**src/rtl/pipelined_shifter_if.sv**
```systemverilog
// Valid/ready operation and result bus for the operand-2 barrel shifter.
// The producer drives in_* and out_ready; the shifter drives in_ready and out_*.
interface pipelined_shifter_if #(
    parameter int unsigned WIDTH = 32,
    parameter int unsigned CNT_W = 8,
    parameter int unsigned TAG_W = 4
);
    logic             in_valid;
    logic             in_ready;
    logic [WIDTH-1:0] in_data;
    logic [2:0]       in_mode;
    logic [CNT_W-1:0] in_count;
    logic             in_carry;
    logic [TAG_W-1:0] in_tag;
    logic             out_valid;
    logic             out_ready;
    logic [WIDTH-1:0] out_data;
    logic             out_carry;
    logic [TAG_W-1:0] out_tag;

    modport master (
        output in_valid, in_data, in_mode, in_count, in_carry, in_tag, out_ready,
        input  in_ready, out_valid, out_data, out_carry, out_tag
    );

    modport slave (
        input  in_valid, in_data, in_mode, in_count, in_carry, in_tag, out_ready,
        output in_ready, out_valid, out_data, out_carry, out_tag
    );
endinterface

```
**src/rtl/pipelined_shifter.sv**
```systemverilog
// Pipelined LSL/LSR/ASR/ROR/RRX barrel shifter with ARM carry-out and full backpressure.
// Every shift is reduced to a right rotation, then masked/sign-filled in the last stage.
module pipelined_shifter #(
    parameter int unsigned WIDTH   = 32,
    parameter int unsigned CNT_W   = 8,
    parameter int unsigned LATENCY = 2,
    parameter int unsigned TAG_W   = 4
) (
    input  logic                 clk,
    input  logic                 rst_n,
    pipelined_shifter_if.slave   bus
);
    localparam int unsigned LW    = $clog2(WIDTH);
    localparam int unsigned CMP_W = (CNT_W > LW + 1) ? CNT_W : LW + 1;
    localparam logic [CMP_W-1:0] W_C = CMP_W'(WIDTH);

    typedef enum logic [2:0] {
        OP_FIX = 3'd0,
        OP_LSL = 3'd1,
        OP_LSR = 3'd2,
        OP_ASR = 3'd3,
        OP_ROR = 3'd4
    } op_e;

    typedef struct packed {
        op_e              op;
        logic [WIDTH-1:0] data;
        logic [LW-1:0]    rot;
        logic [LW-1:0]    sh;
        logic             sign;
        logic             carry;
        logic [TAG_W-1:0] tag;
    } stage_t;

    stage_t             prep_c;
    stage_t             s_d [LATENCY];
    stage_t             s_q [LATENCY];
    logic [LATENCY-1:0] v_q;
    logic [LATENCY-1:0] adv_c;
    logic [CMP_W-1:0]   n_ext;
    logic [LW-1:0]      r_c;

    // Classify the op: out-of-range and trivial cases resolve here as OP_FIX.
    always_comb begin
        n_ext         = CMP_W'(bus.in_count);
        r_c           = n_ext[LW-1:0];
        prep_c        = '0;
        prep_c.op     = OP_FIX;
        prep_c.data   = bus.in_data;
        prep_c.carry  = bus.in_carry;
        prep_c.tag    = bus.in_tag;
        prep_c.sign   = bus.in_data[WIDTH-1];
        case (bus.in_mode)
            3'b000: begin
                if (n_ext == '0) begin
                end else if (n_ext < W_C) begin
                    prep_c.op  = OP_LSL;
                    prep_c.rot = LW'(W_C - n_ext);
                    prep_c.sh  = LW'(n_ext);
                end else begin
                    prep_c.data  = '0;
                    prep_c.carry = (n_ext == W_C) ? bus.in_data[0] : 1'b0;
                end
            end
            3'b001: begin
                if (n_ext == '0) begin
                end else if (n_ext < W_C) begin
                    prep_c.op  = OP_LSR;
                    prep_c.rot = LW'(n_ext);
                    prep_c.sh  = LW'(n_ext);
                end else begin
                    prep_c.data  = '0;
                    prep_c.carry = (n_ext == W_C) ? bus.in_data[WIDTH-1] : 1'b0;
                end
            end
            3'b010: begin
                if (n_ext == '0) begin
                end else if (n_ext < W_C) begin
                    prep_c.op  = OP_ASR;
                    prep_c.rot = LW'(n_ext);
                    prep_c.sh  = LW'(n_ext);
                end else begin
                    prep_c.data  = {WIDTH{bus.in_data[WIDTH-1]}};
                    prep_c.carry = bus.in_data[WIDTH-1];
                end
            end
            3'b011: begin
                if (r_c != '0) begin
                    prep_c.op  = OP_ROR;
                    prep_c.rot = r_c;
                end else if (n_ext != '0) begin
                    prep_c.carry = bus.in_data[WIDTH-1];
                end
            end
            3'b100: begin
                prep_c.data  = {bus.in_carry, bus.in_data[WIDTH-1:1]};
                prep_c.carry = bus.in_data[0];
            end
            default: begin
            end
        endcase
    end

    // Stage k applies its share of the rotate levels; the last stage also masks and picks carry.
    function automatic stage_t stage_fn(input stage_t s, input int unsigned k);
        stage_t           o;
        logic [WIDTH-1:0] keep;
        int unsigned      lo;
        int unsigned      hi;
        o  = s;
        lo = (k * LW) / LATENCY;
        hi = ((k + 1) * LW) / LATENCY;
        for (int unsigned j = 0; j < LW; j++) begin
            if (j >= lo && j < hi && o.rot[j]) begin
                o.data = (o.data >> (1 << j)) | (o.data << (WIDTH - (1 << j)));
            end
        end
        if (k == LATENCY - 1) begin
            keep = (o.op == OP_LSL) ? ({WIDTH{1'b1}} << o.sh) : ({WIDTH{1'b1}} >> o.sh);
            case (o.op)
                OP_LSL: begin
                    o.carry = o.data[0];
                    o.data  = o.data & keep;
                end
                OP_LSR: begin
                    o.carry = o.data[WIDTH-1];
                    o.data  = o.data & keep;
                end
                OP_ASR: begin
                    o.carry = o.data[WIDTH-1];
                    o.data  = (o.data & keep) | ({WIDTH{o.sign}} & ~keep);
                end
                OP_ROR:  o.carry = o.data[WIDTH-1];
                default: begin
                end
            endcase
        end
        return o;
    endfunction

    always_comb begin
        s_d[0] = stage_fn(prep_c, 0);
        for (int unsigned k = 1; k < LATENCY; k++) begin
            s_d[k] = stage_fn(s_q[k-1], k);
        end
    end

    // A stage may advance if the consumer is ready or any stage at or after it is empty.
    always_comb begin
        logic hole;
        hole  = 1'b0;
        adv_c = '0;
        for (int k = LATENCY - 1; k >= 0; k--) begin
            hole     = hole | ~v_q[k];
            adv_c[k] = bus.out_ready | hole;
        end
    end

    always_ff @(posedge clk) begin
        if (!rst_n) begin
            v_q <= '0;
            for (int unsigned k = 0; k < LATENCY; k++) begin
                s_q[k] <= '0;
            end
        end else begin
            if (adv_c[0]) begin
                v_q[0] <= bus.in_valid;
                if (bus.in_valid) begin
                    s_q[0] <= s_d[0];
                end
            end
            for (int unsigned k = 1; k < LATENCY; k++) begin
                if (adv_c[k]) begin
                    v_q[k] <= v_q[k-1];
                    if (v_q[k-1]) begin
                        s_q[k] <= s_d[k];
                    end
                end
            end
        end
    end

    assign bus.in_ready  = adv_c[0];
    assign bus.out_valid = v_q[LATENCY-1];
    assign bus.out_data  = s_q[LATENCY-1].data;
    assign bus.out_carry = s_q[LATENCY-1].carry;
    assign bus.out_tag   = s_q[LATENCY-1].tag;
endmodule
```
**src/flat_wrapper.sv**
```systemverilog
// flat-port wrapper written by rule: the top's interface ports become plain ports
module pipelined_shifter_flat 
#(
    parameter int unsigned WIDTH   = 32,
    parameter int unsigned CNT_W   = 8,
    parameter int unsigned LATENCY = 2,
    parameter int unsigned TAG_W   = 4
)
  (clk, rst_n, bus_in_valid, bus_in_data, bus_in_mode, bus_in_count, bus_in_carry, bus_in_tag, bus_out_ready, bus_in_ready, bus_out_valid, bus_out_data, bus_out_carry, bus_out_tag);
  pipelined_shifter_if #(.WIDTH(WIDTH), .CNT_W(CNT_W), .TAG_W(TAG_W)) bus_i ();
  input  logic clk;
  input  logic rst_n;
  input wire logic [$bits(bus_i.in_valid)-1:0] bus_in_valid;
  input wire logic [$bits(bus_i.in_data)-1:0] bus_in_data;
  input wire logic [$bits(bus_i.in_mode)-1:0] bus_in_mode;
  input wire logic [$bits(bus_i.in_count)-1:0] bus_in_count;
  input wire logic [$bits(bus_i.in_carry)-1:0] bus_in_carry;
  input wire logic [$bits(bus_i.in_tag)-1:0] bus_in_tag;
  input wire logic [$bits(bus_i.out_ready)-1:0] bus_out_ready;
  output wire logic [$bits(bus_i.in_ready)-1:0] bus_in_ready;
  output wire logic [$bits(bus_i.out_valid)-1:0] bus_out_valid;
  output wire logic [$bits(bus_i.out_data)-1:0] bus_out_data;
  output wire logic [$bits(bus_i.out_carry)-1:0] bus_out_carry;
  output wire logic [$bits(bus_i.out_tag)-1:0] bus_out_tag;
  assign bus_i.in_valid = bus_in_valid;
  assign bus_i.in_data = bus_in_data;
  assign bus_i.in_mode = bus_in_mode;
  assign bus_i.in_count = bus_in_count;
  assign bus_i.in_carry = bus_in_carry;
  assign bus_i.in_tag = bus_in_tag;
  assign bus_i.out_ready = bus_out_ready;
  assign bus_in_ready = bus_i.in_ready;
  assign bus_out_valid = bus_i.out_valid;
  assign bus_out_data = bus_i.out_data;
  assign bus_out_carry = bus_i.out_carry;
  assign bus_out_tag = bus_i.out_tag;
  pipelined_shifter #(.WIDTH(WIDTH), .CNT_W(CNT_W), .LATENCY(LATENCY), .TAG_W(TAG_W)) u_core (.clk(clk), .rst_n(rst_n), .bus(bus_i));
endmodule
```
**config.mk**
```make
export PLATFORM = sky130hd
export DESIGN_NAME = pipelined_shifter_flat
export DESIGN_NICKNAME = d
export VERILOG_FILES = /design/src/rtl/pipelined_shifter_if.sv /design/src/rtl/pipelined_shifter.sv /design/src/flat_wrapper.sv
export SDC_FILE = /design/constraint.sdc
export NUM_CORES = 1
export LEC_CHECK = 0
export CAP_MARGIN = 30
export CORE_ASPECT_RATIO = 0.7
export CORE_MARGIN = 5
export CORE_UTILIZATION = 30
export CTS_CLUSTER_DIAMETER = 80
export DETAILED_ROUTE_END_ITERATION = 6
export SYNTH_ARGS = -nofsm -noshare
export SYNTH_HDL_FRONTEND = slang
export SYNTH_SLANG_ARGS = --single-unit
```
**constraint.sdc**
```tcl
create_clock -name clk -period 8.54 [get_ports clk]
set_input_delay 2.135 -clock clk [delete_from_list [all_inputs] [get_ports clk]]
set_output_delay 2.135 -clock clk [all_outputs]
set_load 0.005 [all_outputs]
```
==> impl_metrics.env <==
export IMPL_totalWireLength_um=17000
export IMPL_synth_nets=685
export IMPL_port_buffer_count=90
export IMPL_area_growth_syn_to_layout_pct=18.3
export IMPL_antenna_left=0
export IMPL_yosysTopAreaCellShare_pct=38.2
export IMPL_dieArea_mm2=0.0257
export IMPL_relSlewSlack_pct=31.2
export IMPL_peakVddDrop_v=0.0000734
export IMPL_reg2reg_depth=6
export IMPL_reg2reg_to="u_core.s_q[0][20]"
export IMPL_drc=0
export IMPL_r2r_slack_ps=5810
export IMPL_synth_area_leader_cell="edfxtp_1"
export IMPL_path_max_fanout=4
export IMPL_async_flop_share_pct=0
export IMPL_crit_arrival_ps=3540
export IMPL_power_density_mw_per_mm2=158
export IMPL_io_pins=91
export IMPL_min_period_over_period_pct=66.5
export IMPL_overflow=0
export IMPL_worstHoldStart="u_core.s_q[0][2]"
export IMPL_ys_ff_latch=88
export IMPL_cp_start_kind="input pin"
export IMPL_synth_ff_type="edfxtp_1"
export IMPL_cap_violations=0
export IMPL_worst_pin_slew_ps=1030
export IMPL_worstSetupPathType="in -> out"
export IMPL_whs_ps=520
export IMPL_hold_class="reg -> reg"
export IMPL_slew_viol_final=0
export IMPL_layout_min_cycle_time_ps=5680
export IMPL_drt_iter0_markers=526
export IMPL_die_height_um=136
export IMPL_wl_per_cell_um=18.1
export IMPL_leakage_nw=2.74
export IMPL_drt_pass1_iter_count=5
export IMPL_tritoncts="done"
export IMPL_cts_root_buf="clkbuf_16"
export IMPL_postCtsSetupBuffers=0
export IMPL_ys_seq_area_share_pct=38.8
export IMPL_path_clk_slew_ps=60
export IMPL_finalSetupViolations=0
export IMPL_hold_depth=1
export IMPL_drive_gt1_share_pct=15.4
export IMPL_yosysUniqueCellTypes=54
export IMPL_insertion_delay_ps=350
export IMPL_nets=705
export IMPL_rsz0062_at_grt="false"
export IMPL_finalSetupTns_ps=0
export IMPL_clockBufferDepth=2
export IMPL_grt_pass1_wl_um=27100
export IMPL_endpoint_kind="output port"
export IMPL_synth_area_per_cell_um2=10.7
export IMPL_final_common_cell="clkdlybuf4s50_1"
export IMPL_finClkSkew_ps=7.44
export IMPL_cts_num_sinks=88
export IMPL_grt_usage_pct=13.3
export IMPL_grt_max_degree=50
export IMPL_die_x_um=190
export IMPL_rows=46
export IMPL_critPathRequiredTime_ps=6410
export IMPL_min_to="u_core.s_q[0][53]"
export IMPL_dp_hpwl_um=12600
export IMPL_synthCells=632
export IMPL_synth_area_top_cells="edfxtp_1 (38%), mux2i_1 (11%), mux4_2 (8.7%), mux2_2 (5.7%), a221o_1 (4.4%)"
export IMPL_rr_startpoint="u_core.v_q[1]"
export IMPL_gp_congestion=0.849
export IMPL_cts_buffers=9
export IMPL_outcome="complete, no violations"
export IMPL_fmax_mhz=176
export IMPL_coreArea_mm2=0.0224
export IMPL_cts_hold_buf=0
export IMPL_post_cts_resized=0
export IMPL_start_util_pct=30.1
export IMPL_viasPerCell=5.38
export IMPL_hold_viol_final=0
export IMPL_layout_common_cells="clkdlybuf4s50_1 (90), edfxtp_1 (86), mux2i_1 (72)"
export IMPL_grt_pass1_vias=4694
export IMPL_cts_htree_levels=3
export IMPL_vias=5080
export IMPL_synth_edff_count=86
export IMPL_insertedDiodeCount=0
export IMPL_antenna_found_initial=0
export IMPL_synth_warnings=0
export IMPL_synthesis_area_mm2=0.00677
==> sequential cells by signal (all words and copies together), names as in the netlist <==
signal / flops
u_core.s_q: 86
u_core.v_q: 2
==> power breakdown <==
group | switching, mW | internal [mW] | total, mW
clock network | 0.163 | 0.253 | 0.417
registers | 0.0209 | 0.516 | 0.537
logic | 0.155 | 0.152 | 0.307
==> Yosys cell counts (3+ instances only) <==
cell      count
edfxtp_1     86
mux2i_1      72
nor2_1       44
clkbuf_1     39
buf_4        36
mux2_2       34
o21ai_0      34
o22ai_1      34
nand2_1      32
a221o_1      30
a21oi_1      28
mux4_2       26
and2_1       15
a22oi_1      13
buf_2        11
inv_1         9
nor3_1        8
a22o_1        7
buf_1         7
and3_1        5
nand3_1       5
a211oi_1      4
buf_6         4
o21a_1        4
nor4_1        3
o31ai_1       3
==> routing by layer <==
| metal | GRT usage (%) | up-vias | part of all wire [%] |
|---|---|---|---|
| li1 | - | 2483 | - |
| met1 | 21.8 | 2428 | 55 |
| met2 | 16.9 | 153 | 38 |
| met3 | 3.32 | 16 | 6.5 |
| met4 | 3.17 | 0 | 1.2 |
| met5 | 0 | - | 0 |
==> per-stage QoR <==
step	std cells	worst slack, ps	cell area [um^2]	total power [mW]	utilization, %
after floorplan	632	3220	6770	0.747	-
after global placement	925	2880	7620	0.844	33.9
after detailed placement	929	2880	7690	0.852	34.3
after CTS	944	2860	8000	1.27	35.6
after global routing	944	2780	8000	1.32	35.6
final	944	2860	8000	1.26	35.6
==> kinds of logic after synthesis <==
logic type | share of synthesized area (%)
DFF | 38.8
muxes | 25.0
and+or+nand+nor | 8.89
buffers and inverters | 8.52
adders and majority gates | 0.185
AOI/OAI and AO/OA | 18.4
xor gates and xnor gates | 0.259
==> area by class of cell <==
type / count / area (um^2)
clock inverters: 6 / 83.8
multi-input cells: 438 / 3610
well taps: 288 / 360
flip-flops and latches: 88 / 2620
repair buffers: 106 / 1060
clock buffers: 9 / 225
inverters: 9 / 33.8
fillers: 2227 / 14400
==> worst max-delay path: stages <==
cell and delay [ps]:
clkdlybuf4s50_1 400, nor2b_1 360, nand2_1 170, clkdlybuf4s50_1 470
==> worst max path at each step <==
stage	end	depth (start not counted)	slack, ps	startpoint
finish	bus_in_ready	4	2860	bus_out_ready
global route	bus_in_ready	4	2780	bus_out_ready
detailed placement	bus_in_ready	4	2880	bus_out_ready
CTS	bus_in_ready	4	2860	bus_out_ready
floorplan	u_core.s_q[0][51]	2	3220	bus_out_ready
global placement	bus_in_ready	4	2880	bus_out_ready
Power figures use the tool's default switching activity.
